**src/rtl/colisor_multi.sv**
```systemverilog
// Shot-resolution engine: scans one fleet's ship records for a live segment at (x, y),
// writes back the struck record and tracks per-fleet live ships for game over.
module colisor_multi #(
  parameter int COORD_W = 4,
  parameter int TAM     = 10,
  parameter int SEGS    = 5,
  parameter int NAVIOS  = 12,
  parameter int NUM_JOG = 2,
  localparam int ADDR_W = (NAVIOS > 1) ? $clog2(NAVIOS) : 1,
  localparam int JOG_W  = (NUM_JOG > 1) ? $clog2(NUM_JOG) : 1,
  localparam int CNT_W  = $clog2(SEGS + 1),
  localparam int REG_W  = 3 + SEGS * (2 * COORD_W + 1) + CNT_W
) (
  input  logic               clk,
  input  logic               reset,
  input  logic               start,
  input  logic [COORD_W-1:0] x,
  input  logic [COORD_W-1:0] y,
  input  logic [JOG_W-1:0]   jogador,
  output logic               ready,
  output logic               done,
  output logic               hit,
  output logic               afundou,
  output logic [2:0]         tipo,
  output logic               invalido,
  output logic               fim_jogo,
  output logic [JOG_W-1:0]   perdedor,
  output logic [JOG_W-1:0]   mem_jog,
  output logic [ADDR_W-1:0]  mem_addr,
  output logic               mem_we,
  output logic [REG_W-1:0]   mem_wdata,
  input  logic [REG_W-1:0]   mem_rdata
);

  localparam int SEG_W  = 2 * COORD_W + 1;
  localparam int LIVE_W = $clog2(NAVIOS + 1);
  localparam logic [ADDR_W-1:0] LAST = ADDR_W'(NAVIOS - 1);

  typedef enum logic [2:0] {IDLE, LER, COMP, ESCREVE, FIM} state_t;

  state_t             state, next;
  logic [COORD_W-1:0] xr, yr;
  logic               bad_r, bad_in;
  logic               we_r, sink_r;
  logic               match;
  logic [CNT_W-1:0]   cnt;
  logic [REG_W-1:0]   new_rec;
  logic [LIVE_W-1:0]  live [NUM_JOG];

  assign ready  = (state == IDLE) && !fim_jogo;
  assign done   = (state == FIM);
  // Gating with reset keeps a write from landing on the edge that aborts ESCREVE.
  assign mem_we = we_r && !reset;
  assign bad_in = (int'(x) >= TAM) || (int'(y) >= TAM) || (int'(jogador) >= NUM_JOG);

  always_comb begin
    match   = 1'b0;
    new_rec = mem_rdata;
    for (int unsigned i = 0; i < SEGS; i++) begin
      if (!match && mem_rdata[3 + i*SEG_W + SEG_W - 1]
          && mem_rdata[3 + i*SEG_W +: COORD_W] == xr
          && mem_rdata[3 + i*SEG_W + COORD_W +: COORD_W] == yr) begin
        match = 1'b1;
        new_rec[3 + i*SEG_W + SEG_W - 1] = 1'b0;
      end
    end
    cnt = mem_rdata[REG_W-1 -: CNT_W];
    new_rec[REG_W-1 -: CNT_W] = (cnt == '0) ? cnt : cnt - CNT_W'(1);
  end

  // An out-of-range shot still spends one cycle in LER so done lands one edge later.
  always_comb begin
    next = state;
    case (state)
      IDLE:    if (start && ready) next = LER;
      LER:     next = bad_r ? FIM : COMP;
      COMP:    if (match) next = ESCREVE;
               else if (mem_addr == LAST) next = FIM;
               else next = LER;
      ESCREVE: next = FIM;
      FIM:     next = IDLE;
      default: next = IDLE;
    endcase
  end

  always_ff @(posedge clk) begin
    if (reset) begin
      state     <= IDLE;
      xr        <= '0;
      yr        <= '0;
      bad_r     <= 1'b0;
      we_r      <= 1'b0;
      sink_r    <= 1'b0;
      hit       <= 1'b0;
      afundou   <= 1'b0;
      tipo      <= '0;
      invalido  <= 1'b0;
      fim_jogo  <= 1'b0;
      perdedor  <= '0;
      mem_jog   <= '0;
      mem_addr  <= '0;
      mem_wdata <= '0;
      for (int unsigned j = 0; j < NUM_JOG; j++) live[j] <= LIVE_W'(NAVIOS);
    end else begin
      state <= next;
      we_r  <= 1'b0;
      case (state)
        IDLE: if (start && ready) begin
          xr       <= x;
          yr       <= y;
          hit      <= 1'b0;
          afundou  <= 1'b0;
          tipo     <= '0;
          invalido <= bad_in;
          bad_r    <= bad_in;
          if (!bad_in) begin
            mem_jog  <= jogador;
            mem_addr <= '0;
          end
        end
        COMP: begin
          if (match) begin
            we_r      <= 1'b1;
            mem_wdata <= new_rec;
            // Only a real 1->0 transition sinks; a saturated count never re-sinks.
            sink_r    <= (cnt == CNT_W'(1));
          end else if (mem_addr != LAST) begin
            mem_addr <= mem_addr + ADDR_W'(1);
          end
        end
        ESCREVE: begin
          hit     <= 1'b1;
          tipo    <= mem_wdata[2:0];
          afundou <= sink_r;
          if (sink_r) begin
            live[mem_jog] <= live[mem_jog] - LIVE_W'(1);
            if (live[mem_jog] == LIVE_W'(1)) begin
              fim_jogo <= 1'b1;
              perdedor <= mem_jog;
            end
          end
        end
        default: ;
      endcase
    end
  end

endmodule
```
**config.mk**
```make
export PLATFORM = sky130hd
export DESIGN_NAME = colisor_multi
export DESIGN_NICKNAME = d
export VERILOG_FILES = /design/src/rtl/colisor_multi.sv
export SDC_FILE = /design/constraint.sdc
export NUM_CORES = 1
export LEC_CHECK = 0
export ABC_AREA = 1
export CORE_AREA = 2 2 102 104
export CTS_CLUSTER_SIZE = 30
export DETAILED_ROUTE_END_ITERATION = 7
export DIE_AREA = 0 0 104 106
export GPL_ROUTABILITY_DRIVEN = 0
export HOLD_SLACK_MARGIN = 0.06
export PLACE_DENSITY_LB_ADDON = 0.3
export REMOVE_ABC_BUFFERS = 1
export SYNTH_ARGS = -nofsm -noshare
export SYNTH_HDL_FRONTEND = slang
export SYNTH_SLANG_ARGS = --single-unit
export TNS_END_PERCENT = 10
```
**constraint.sdc**
```tcl
create_clock -name clk -period 1.5 [get_ports clk]
set_input_delay 0.3 -clock clk [delete_from_list [all_inputs] [get_ports clk]]
set_output_delay 0.3 -clock clk [all_outputs]
set_load 0.02 [all_outputs]
```
==> flow_summary.yaml, run 1 <==
status:
  outcome: "complete, but fails checks"
  failed_checks: "setup timing"
route:
  postRouteAntennaNets: 0
  vias: 4275
  drtPass1Iterations: 8
  finalWirelength_um: 12400
  drt_iter0_markers: 221
  wire_per_inst_um: 14.1
  drc: 0
  routed_via_density: 4.86
critical_path:
  startpoint_type: "input port"
  critical_path.slowest_cell: "clkdlybuf4s50_1"
  critical_path_class: "input port to register"
  r2r_slack_ns: -0.30
  r2r-end: "mem_wdata[27]"
  path_max_fanout: 45
  critPathRequiredTime_ns: 1.76
  r2r_start: "yr[2]"
  crit_arrival_ns: 2.08
  worst_setup_path_end_kind: "register"
  cp-startpoint: "mem_rdata[25]"
  critPathMaxStageDelay_ns: 0.54
  ff2ff_path_depth: 12
  crit_chain: "clkdlybuf4s50_1, inv_1, nand2_1, nand3_1, nor3_1, nand3_2, nand4_4, nand2_8, buf_12, o21ai_0, nor2_1"
place:
  port_buffers: 129
  pre_cts_ws_ns: -0.689
  dpl.cell_count: 857
  hpwlAfterDp_um: 8950
cells_and_area:
  num_antenna_cells: 0
  fin_util_pct: 65.8
  finalNetCount: 808
  final_layout_size_suffix_gt1_share_pct: 22.0
  final_cells: 880
  syn_to_final_growth_pct: 62.3
worst_hold_path:
  hold_class: "input port to register"
  holdPathEnd: "mem_wdata[49]"
  hp-start: "reset"
  hold_depth: 2
synthesis:
  ys_ff_latch: 86
  synth_area_per_cell_um2: 7.32
  ys_seq_area_share_pct: 44.5
  syn_area_um2: 4050
  synth.area.top_cells: "dfxtp_1 (39%), nor2_1 (11%), o21ai_0 (8.9%)"
  yosysMostFrequentCell: "nor2_1"
  yosys_most_used_dff: "dfxtp_1"
  yosys.area.top_type: "dfxtp_1"
  synth_edf_count: 8
  synth_top_area_share_pct: 38.5
  ys_types: 36
  async_flop_share_pct: 0
  yosysWarnings: 0
  synth.top_cells.by_count: "nor2_1 (119), nand2_1 (89), dfxtp_1 (78), o21ai_0 (72), inv_1 (46)"
  syn_inst: 554
power_and_ir_drop:
  combPwrFrac_pct: 24.9
  ir_drop_mv: 0.494
  clockPowerShare_pct: 32.2
  pwr-share-seq_pct: 43.0
  leakage_nw: 3.80
  switching_share_pct: 28.2
  power.density_nw_per_um2: 891
  p_int_w: 0.00421
  switchingPower_w: 0.00165
  power.total_w: 0.00586
timing:
  fin_tns_setup_ns: -15.46
  worstMarginPinSlew_ns: 0.450
  fin_skew_ns: 0.00598
  finalCritPeriodShare_pct: 122
  slew_violations: 0
  setup_viol: 60
  fin_ws_ns: -0.324
  clock.fmax_mhz: 548
  grt_setup_unrepaired: "true"
  period_needed_ns: 1.82
  hold_violations: 0
  slew_headroom_pct: 70.0
clock_tree:
  clk_path_buf_depth: 2
  ctsHoldBuffers: 0
  numCtsBuffers: 9
  clkLatencyLatePin_ns: 0.36
  root_buffer: "clkbuf_8"
  htree_levels: 3
  cts_sinks: 86
  cts_tree: "built"
  path_clk_slew_ns: 0.08
global_routing:
  gr-total-overflow: 0
  antenna_found_initial: 0
  use_met3_pct: 3.19
  grt_max_degree: 64
  top_usage_layer: "met2"
  grtUsageMet1_pct: 28.2
  grt_pass1_vias: 4024
  grt_pass1_wl_um: 19600
  met2_usage_pct: 37.5
  track_usage_pct: 22.2
floorplanning:
  rows: 37
  die_y_um: 106
  start_util_pct: 40.5
  core_area_um2: 10000
  die_w_um: 104
  die-area_um2: 11000
  num_io_pins: 130
job:
  maxCapViolCount: 0
==> metrics by stage <==
step	hold WS [ns]	instance area, um^2
2_1_floorplan	0.369	3910
4_1_cts	0.365	6290
5_1_grt	0.224	6580
3_3_place_gp	0.453	5890
3_5_place_dp	0.454	5890
6_report	0.212	6580
==> flip-flops by register name (all words and copies together), names as in the netlist, named ones only <==
| name | flops |
|---|---|
| live | 8 |
| sink_r | 1 |
| fim_jogo | 1 |
| mem_addr | 4 |
| we_r | 1 |
| state | 3 |
| mem_wdata | 51 |
| xr | 4 |
| mem_jog | 1 |
| perdedor | 1 |
| afundou | 1 |
| bad_r | 1 |
| yr | 4 |
| tipo | 3 |
| hit | 1 |
==> final cells by class <==
type	count	area, um^2
fill	867	3420
multi-input combinational	391	2080
timing repair buffer	198	2050
sequential	86	1830
inverter	53	219
tap	136	170
clock buffer	13	169
clock inverter	3	65.1
==> how the worst max path moves through the flow <==
stage | depth (start not counted) | slack [ns] | endpoint
3_5_place_dp | 14 | -0.69 | mem_addr[0]
2_1_floorplan | 12 | -0.49 | mem_wdata[11]
6_report | 11 | -0.32 | mem_wdata[27]
3_3_place_gp | 13 | -0.65 | mem_wdata[25]
5_1_grt | 12 | -0.43 | mem_wdata[27]
4_1_cts | 12 | -0.28 | mem_wdata[14]
==> power groups by stage <==
stage	Combinational [W]	Clock [W]	Sequential (W)
floorplan	0.000564	0	0.00258
global placement	0.00127	0	0.00254
detailed placement	0.00129	0	0.00254
CTS	0.00138	0.00192	0.00250
global route	0.00160	0.00201	0.00253
finish	0.00146	0.00189	0.00252
==> kinds of logic (layout without fill, tap and decap cells) <==
| logic type | after synthesis | count (layout) | share of synthesized area [%] |
|---|---|---|---|
| compound gates | 104 | 104 | 13.2 |
| xor+xnor | 17 | 17 | 3.67 |
| fa+ha+maj | 6 | 6 | 1.85 |
| buf+inv | 77 | 267 | 8.49 |
| flops | 86 | 86 | 44.5 |
| mux | 2 | 2 | 0.494 |
| simple gates | 262 | 262 | 27.8 |
==> routing by layer <==
layer	vias up	share of wire, %
li1	2139	-
met1	1961	44
met2	145	48
met3	30	4.9
met4	0	2.9
met5	-	0
==> timing repair <==
item / in CTS / in global routing
hold endpoints to repair: 0 / 0
setup endpoints to repair: 153 / 158
gates resized for setup: 71 / 130
pin swaps: 20 / 6
cloned: 1 / 0
buffers inserted: 4 / 2
==> cells in the final DEF (no fill, tap or decap), types with 4 or more instances in the layout <==
master	netlist	routed
inv_2	5	4
xnor2_2	0	4
clkbuf_8	0	12
edfxtp_1	8	8
nand2_2	1	8
dfxtp_4	0	4
dlymetal6s2s_1	0	64
xor2_1	8	7
nor2_4	2	4
a21oi_1	25	21
buf_6	1	6
clkdlybuf4s50_1	0	54
nor2_2	12	16
a21oi_2	0	4
dfxtp_1	78	66
ha_1	6	6
buf_12	1	4
inv_1	46	44
nand2_1	89	80
xnor2_1	9	5
o21ai_0	72	35
nand3_2	2	5
nand3_1	23	20
buf_4	3	58
dlygate4sd2_1	0	5
dfxtp_2	0	8
o21ai_1	2	36
nor2_1	119	113
==> critical path, delay by kind of cell <==
| kind | cells | cell delay, ns |
|---|---|---|
| buffers and inverters | 3 | 0.81 |
| and+or+nand+nor | 7 | 0.79 |
| AOI/OAI and AO/OA | 1 | 0.18 |
No activity file was read; power rests on OpenSTA's default activity.
==> run 2: changes to the inputs <==
Settings changed: CELL_PAD_IN_SITES_DETAIL_PLACEMENT from default to 0, CELL_PAD_IN_SITES_GLOBAL_PLACEMENT from default to 1, CORE_AREA 2 2 102 104 to 2 2 122 124, DIE_AREA 0 0 104 106 to 0 0 124 126.
==> flow_summary.yaml, run 2 (synthesis gave the netlist of run 1 again) <==
global_routing:
  antenna_found_initial: 0
  top_usage_layer: "met2"
  met2_usage_pct: 27.0
  grtUsageMet1_pct: 24.3
  grt_max_degree: 38
  grt_pass1_vias: 4016
  track_usage_pct: 17.3
  grt_pass1_wl_um: 20700
  gr-total-overflow: 0
  use_met3_pct: 2.67
floorplanning:
  die-area_um2: 15600
  rows: 44
  start_util_pct: 28.3
  num_io_pins: 130
  die_w_um: 124
  die_y_um: 126
  core_area_um2: 14300
timing:
  period_needed_ns: 1.78
  finalCritPeriodShare_pct: 119
  slew_violations: 0
  fin_skew_ns: 0.00823
  hold_violations: 0
  setup_viol: 60
  worstMarginPinSlew_ns: 0.466
  fin_ws_ns: -0.282
  grt_setup_unrepaired: "true"
  slew_headroom_pct: 68.6
  clock.fmax_mhz: 561
critical_path:
  critPathRequiredTime_ns: 1.73
  cp_common_cell: "nor2_4"
  crit_arrival_ns: 2.01
  critPathMaxStageDelay_ns: 0.36
  path_max_fanout: 8
  critPathTopFamily: "simple AND/OR/NAND/NOR gates"
  startpoint_type: "register"
  path_buf_inv: 3
  crit_chain: "inv_4, or2_0, nand4_1, nor2_4, nor2_4, nand4_4, nand2_8, clkinv_8, clkbuf_16, nor2_2, nor2_1"
  critical_path.slowest_cell: "dfxtp_2"
  worst_setup_path_end_kind: "register"
  critical_path_class: "register to register"
cells_and_area:
  fill_cells: 1468
  largest-register: "mem_wdata"
  largest_register_ffs: 51
  num_antenna_cells: 0
  final_layout_size_suffix_gt1_share_pct: 23.7
  finalNetCount: 807
  largestRegisters: "mem_wdata x51, live x8"
  final_common_cell: "nor2_1"
  final_cell_mix: "nor2_1 (87), nand2_1 (82), dlygate4sd2_1 (80)"
  finalInstanceArea_um2: 6560
  syn_to_final_growth_pct: 61.9
job:
  maxCapViolCount: 0
place:
  port_buffers: 129
  place_area_um2: 5940
  hpwlAfterDp_um: 9890
route:
  drc: 0
  finalWirelength_um: 13300
  postRouteAntennaNets: 0
  wire_per_inst_um: 14.4
  vias: 4154
  drt_iter0_markers: 163
  drtPass1Iterations: 4
  routed_via_density: 4.48
worst_hold_path:
  hold_class: "input port to register"
clock_tree:
  clk_path_buf_depth: 2
  cts_tree: "built"
  root_buffer: "clkbuf_16"
  htree_levels: 3
  path_clk_slew_ns: 0.06
  numCtsBuffers: 9
  cts_sinks: 86
  clkLatencyLatePin_ns: 0.34
power_and_ir_drop:
  leakage_nw: 3.03
  power.density_nw_per_um2: 943
  power.total_w: 0.00618
  ir_drop_mv: 0.573
status:
  outcome: "complete, but fails checks"
  failed_checks: "setup timing"
==> run 2: cell count changes in the layout (fill, tap and decap cells not counted), sizes merged, moves of 2 or more <==
cell,delta
dlymetal6s2s,-61
dlygate4sd2,+75
buf,-2
clkinv,+3
clkdlybuf4s50,-11
clkbuf,-3
==> run 2: area by class of cell <==
cell class                 instances  area (um^2)  area share (%)
clock inverter                     5         46.3           0.706
multi-input combinational        391         2130            32.5
clock buffer                      11          254            3.87
tap                              184          230            3.51
sequential                        86         1830            27.8
timing repair buffer             197         1850            28.2
inverter                          53          221            3.38
==> run 2: report_power, final <==
group / internal [W] / total (W) / switching (W)
logic: 0.000662 / 0.00140 / 0.000733
clock network: 0.00137 / 0.00226 / 0.000892
registers: 0.00242 / 0.00252 / 0.000106
total: 0.00445 / 0.00618 / 0.00173
==> run 2: worst reg2reg max path, delay by kind of cell (launching register included) <==
family	cells	cell delay, ns
and+or+nand+nor	8	0.96
DFF	1	0.36
buffers and inverters	3	0.35
==> run 2: final timing paths <==
path	to	depth (start not counted)	slack [ns]	from
max	mem_wdata[35]	11	-0.28	xr[3]
min	mem_wdata[14]	3	0.30	mem_rdata[14]
min reg2reg	tipo[0]	2	0.46	tipo[0]
max reg2reg	mem_wdata[35]	11	-0.28	xr[3]
==> run 2: stage by stage <==
step / worst slack, ns / TNS, ns / instances / utilization [%] / hold WS [ns]
floorplan: -0.488 / -25.27 / 530 / - / 0.369
global placement: -0.727 / -48.76 / 899 / 41.5 / 0.454
detailed placement: -0.683 / -46.37 / 899 / 41.5 / 0.454
CTS: -0.254 / -13.24 / 921 / 44.3 / 0.390
global route: -0.394 / -21.45 / 927 / 45.8 / 0.326
finish: -0.282 / -14.29 / 927 / 45.8 / 0.298
==> run 2: metal layers <==
layer	vias to the layer above	part of all wire, %
li1	2142	-
met2	122	45
met5	-	0
met4	0	1.5
met1	1879	48
met3	11	4.8
==> run 2: repair_timing <==
| item | in CTS | in global routing |
|---|---|---|
| cloned | 2 | 1 |
| buffers inserted | 4 | 5 |
| setup endpoints to repair | 142 | 91 |
| pin swaps | 9 | 7 |
| gates resized for setup | 142 | 81 |
| hold buffers | 0 | 0 |
==> run 3: changes to the inputs <==
Settings changed: CAP_MARGIN from default to 20, GPL_ROUTABILITY_DRIVEN 0 to default, SETUP_SLACK_MARGIN from default to 0.15.
==> flow_summary.yaml, run 3 (synthesis gave the netlist of run 1 again) <==
route:
  vias: 4147
  drt_iter0_markers: 162
  postRouteAntennaNets: 0
  drtPass1Iterations: 4
  wire_per_inst_um: 14.4
  routed_via_density: 4.47
  drc: 0
  finalWirelength_um: 13300
floorplanning:
  rows: 44
  die_w_um: 124
  start_util_pct: 28.3
  die_y_um: 126
  die-area_um2: 15600
  num_io_pins: 130
  core_area_um2: 14300
cells_and_area:
  multi_input_area_um2: 2220
  syn_to_final_growth_pct: 63.3
  final_common_cell: "nand2_1"
  largest-register: "mem_wdata"
  fin_util_pct: 46.2
  finalNetCount: 807
  final_cell_mix: "nand2_1 (81), nor2_1 (79), dfxtp_1 (66)"
  largestRegisters: "mem_wdata x51, live x8"
  num_antenna_cells: 0
  largest_register_ffs: 51
  fill_cells: 1464
  regArea_um2: 1830
  final_layout_size_suffix_gt1_share_pct: 29.7
place:
  pre_cts_ws_ns: -0.683
  hpwlAfterDp_um: 9890
  gp_congestion: 0.828
  port_buffers: 129
critical_path:
  crit_arrival_ns: 2.01
  path_max_fanout: 8
  critPathRequiredTime_ns: 1.73
  worst_setup_path_end_kind: "register"
  startpoint_type: "register"
  critical_path.slowest_cell: "dfxtp_2"
  critPathMaxStageDelay_ns: 0.36
  cp_common_cell: "nor2_4"
  critical_path_class: "register to register"
  crit_chain: "inv_4, or2_0, nand4_1, nor2_4, nor2_4, nand4_4, nand2_8, clkinv_8, clkbuf_16, nor2_2, nor2_1"
clock_tree:
  cts_tree: "built"
  clkLatencyLatePin_ns: 0.34
  cts_sinks: 86
  root_buffer: "clkbuf_16"
  ctsHoldBuffers: 0
  numCtsBuffers: 9
  htree_levels: 3
  path_clk_slew_ns: 0.06
  clk_path_buf_depth: 2
timing:
  fin_ws_ns: -0.279
  slew_headroom_pct: 75.1
  hold_violations: 0
  finalCritPeriodShare_pct: 119
  clock.fmax_mhz: 562
  fin_hold_ws_ns: 0.297
  period_needed_ns: 1.78
  grt_setup_unrepaired: "true"
  worstMarginPinSlew_ns: 0.373
  slew_violations: 0
  fin_skew_ns: 0.00604
  setup_viol: 60
global_routing:
  track_usage_pct: 17.3
  gr-total-overflow: 0
  antenna_found_initial: 0
  grt_pass1_vias: 4011
  grt_pass1_wl_um: 20700
  grt_max_degree: 38
status:
  outcome: "complete, but fails checks"
  failed_checks: "setup timing"
power_and_ir_drop:
  power.density_nw_per_um2: 945
  ir_drop_mv: 0.573
  leakage_nw: 2.88
worst_hold_path:
  hold_class: "input port to register"
job:
  maxCapViolCount: 0
[run 3: cell types whose count changed in the layout (fill, tap and decap cells not counted), sizes merged]
cell / delta
dlygate4sd2: -43
clkbuf: +18
clkdlybuf4s15: +24
buf: +3
clkdlybuf4s50: -2
[run 3: final timing paths]
path	start	to	slack [ns]	cells past startpoint
hold / removal	mem_rdata[14]	mem_wdata[14]	0.30	3
hold reg to reg	tipo[1]	tipo[1]	0.46	2
setup reg to reg	xr[3]	mem_wdata[35]	-0.28	11
setup / recovery	xr[3]	mem_wdata[35]	-0.28	11
[run 3: stage by stage]
step                TNS, ns  cell area [um^2]  total power, W  std cells
CTS                  -13.25              6380         0.00619        921
finish               -14.20              6620         0.00625        927
global placement     -48.76              5940         0.00384        899
floorplan            -25.27              3910         0.00314        530
detailed placement   -46.37              5940         0.00385        899
global route         -21.15              6620         0.00655        927
[run 3: critical path, delay by kind of cell (launching register included)]
family        cells  cell delay, ns
buf+inv           3            0.35
flops             1            0.36
simple gates      8            0.96
[run 3: final cells by class]
cell class / instances / area share, %
clock buffer: 11 / 3.84
clock inverter: 5 / 0.700
inverter: 53 / 3.35
multi-input combinational: 391 / 33.6
sequential: 86 / 27.6
tap: 184 / 3.48
timing repair buffer: 197 / 27.4
[run 3: where the power goes]
| part | switching [W] | internal (W) | total [W] | leakage (nW) |
|---|---|---|---|---|
| Clock | 0.000895 | 0.00137 | 0.00227 | 0.147 |
| Combinational | 0.000756 | 0.000691 | 0.00145 | 2.03 |
| Sequential | 0.000117 | 0.00242 | 0.00254 | 0.705 |
[run 3: per-layer routing]
layer | part of all wire (%) | track usage, % | vias up
met2 | 46 | 26.9 | 89
met3 | 4.6 | 2.67 | 10
met4 | 1.3 | 5.68 | 0
li1 | - | - | 2147
met5 | 0 | 0 | -
met1 | 48 | 24.3 | 1901
[run 3: repair_timing]
item                                    CTS  global route
pin swaps                                12            12
resized for setup                       188           143
setup buffers                             4             5
endpoints found under the setup margin  160           129
cloned                                    2             1
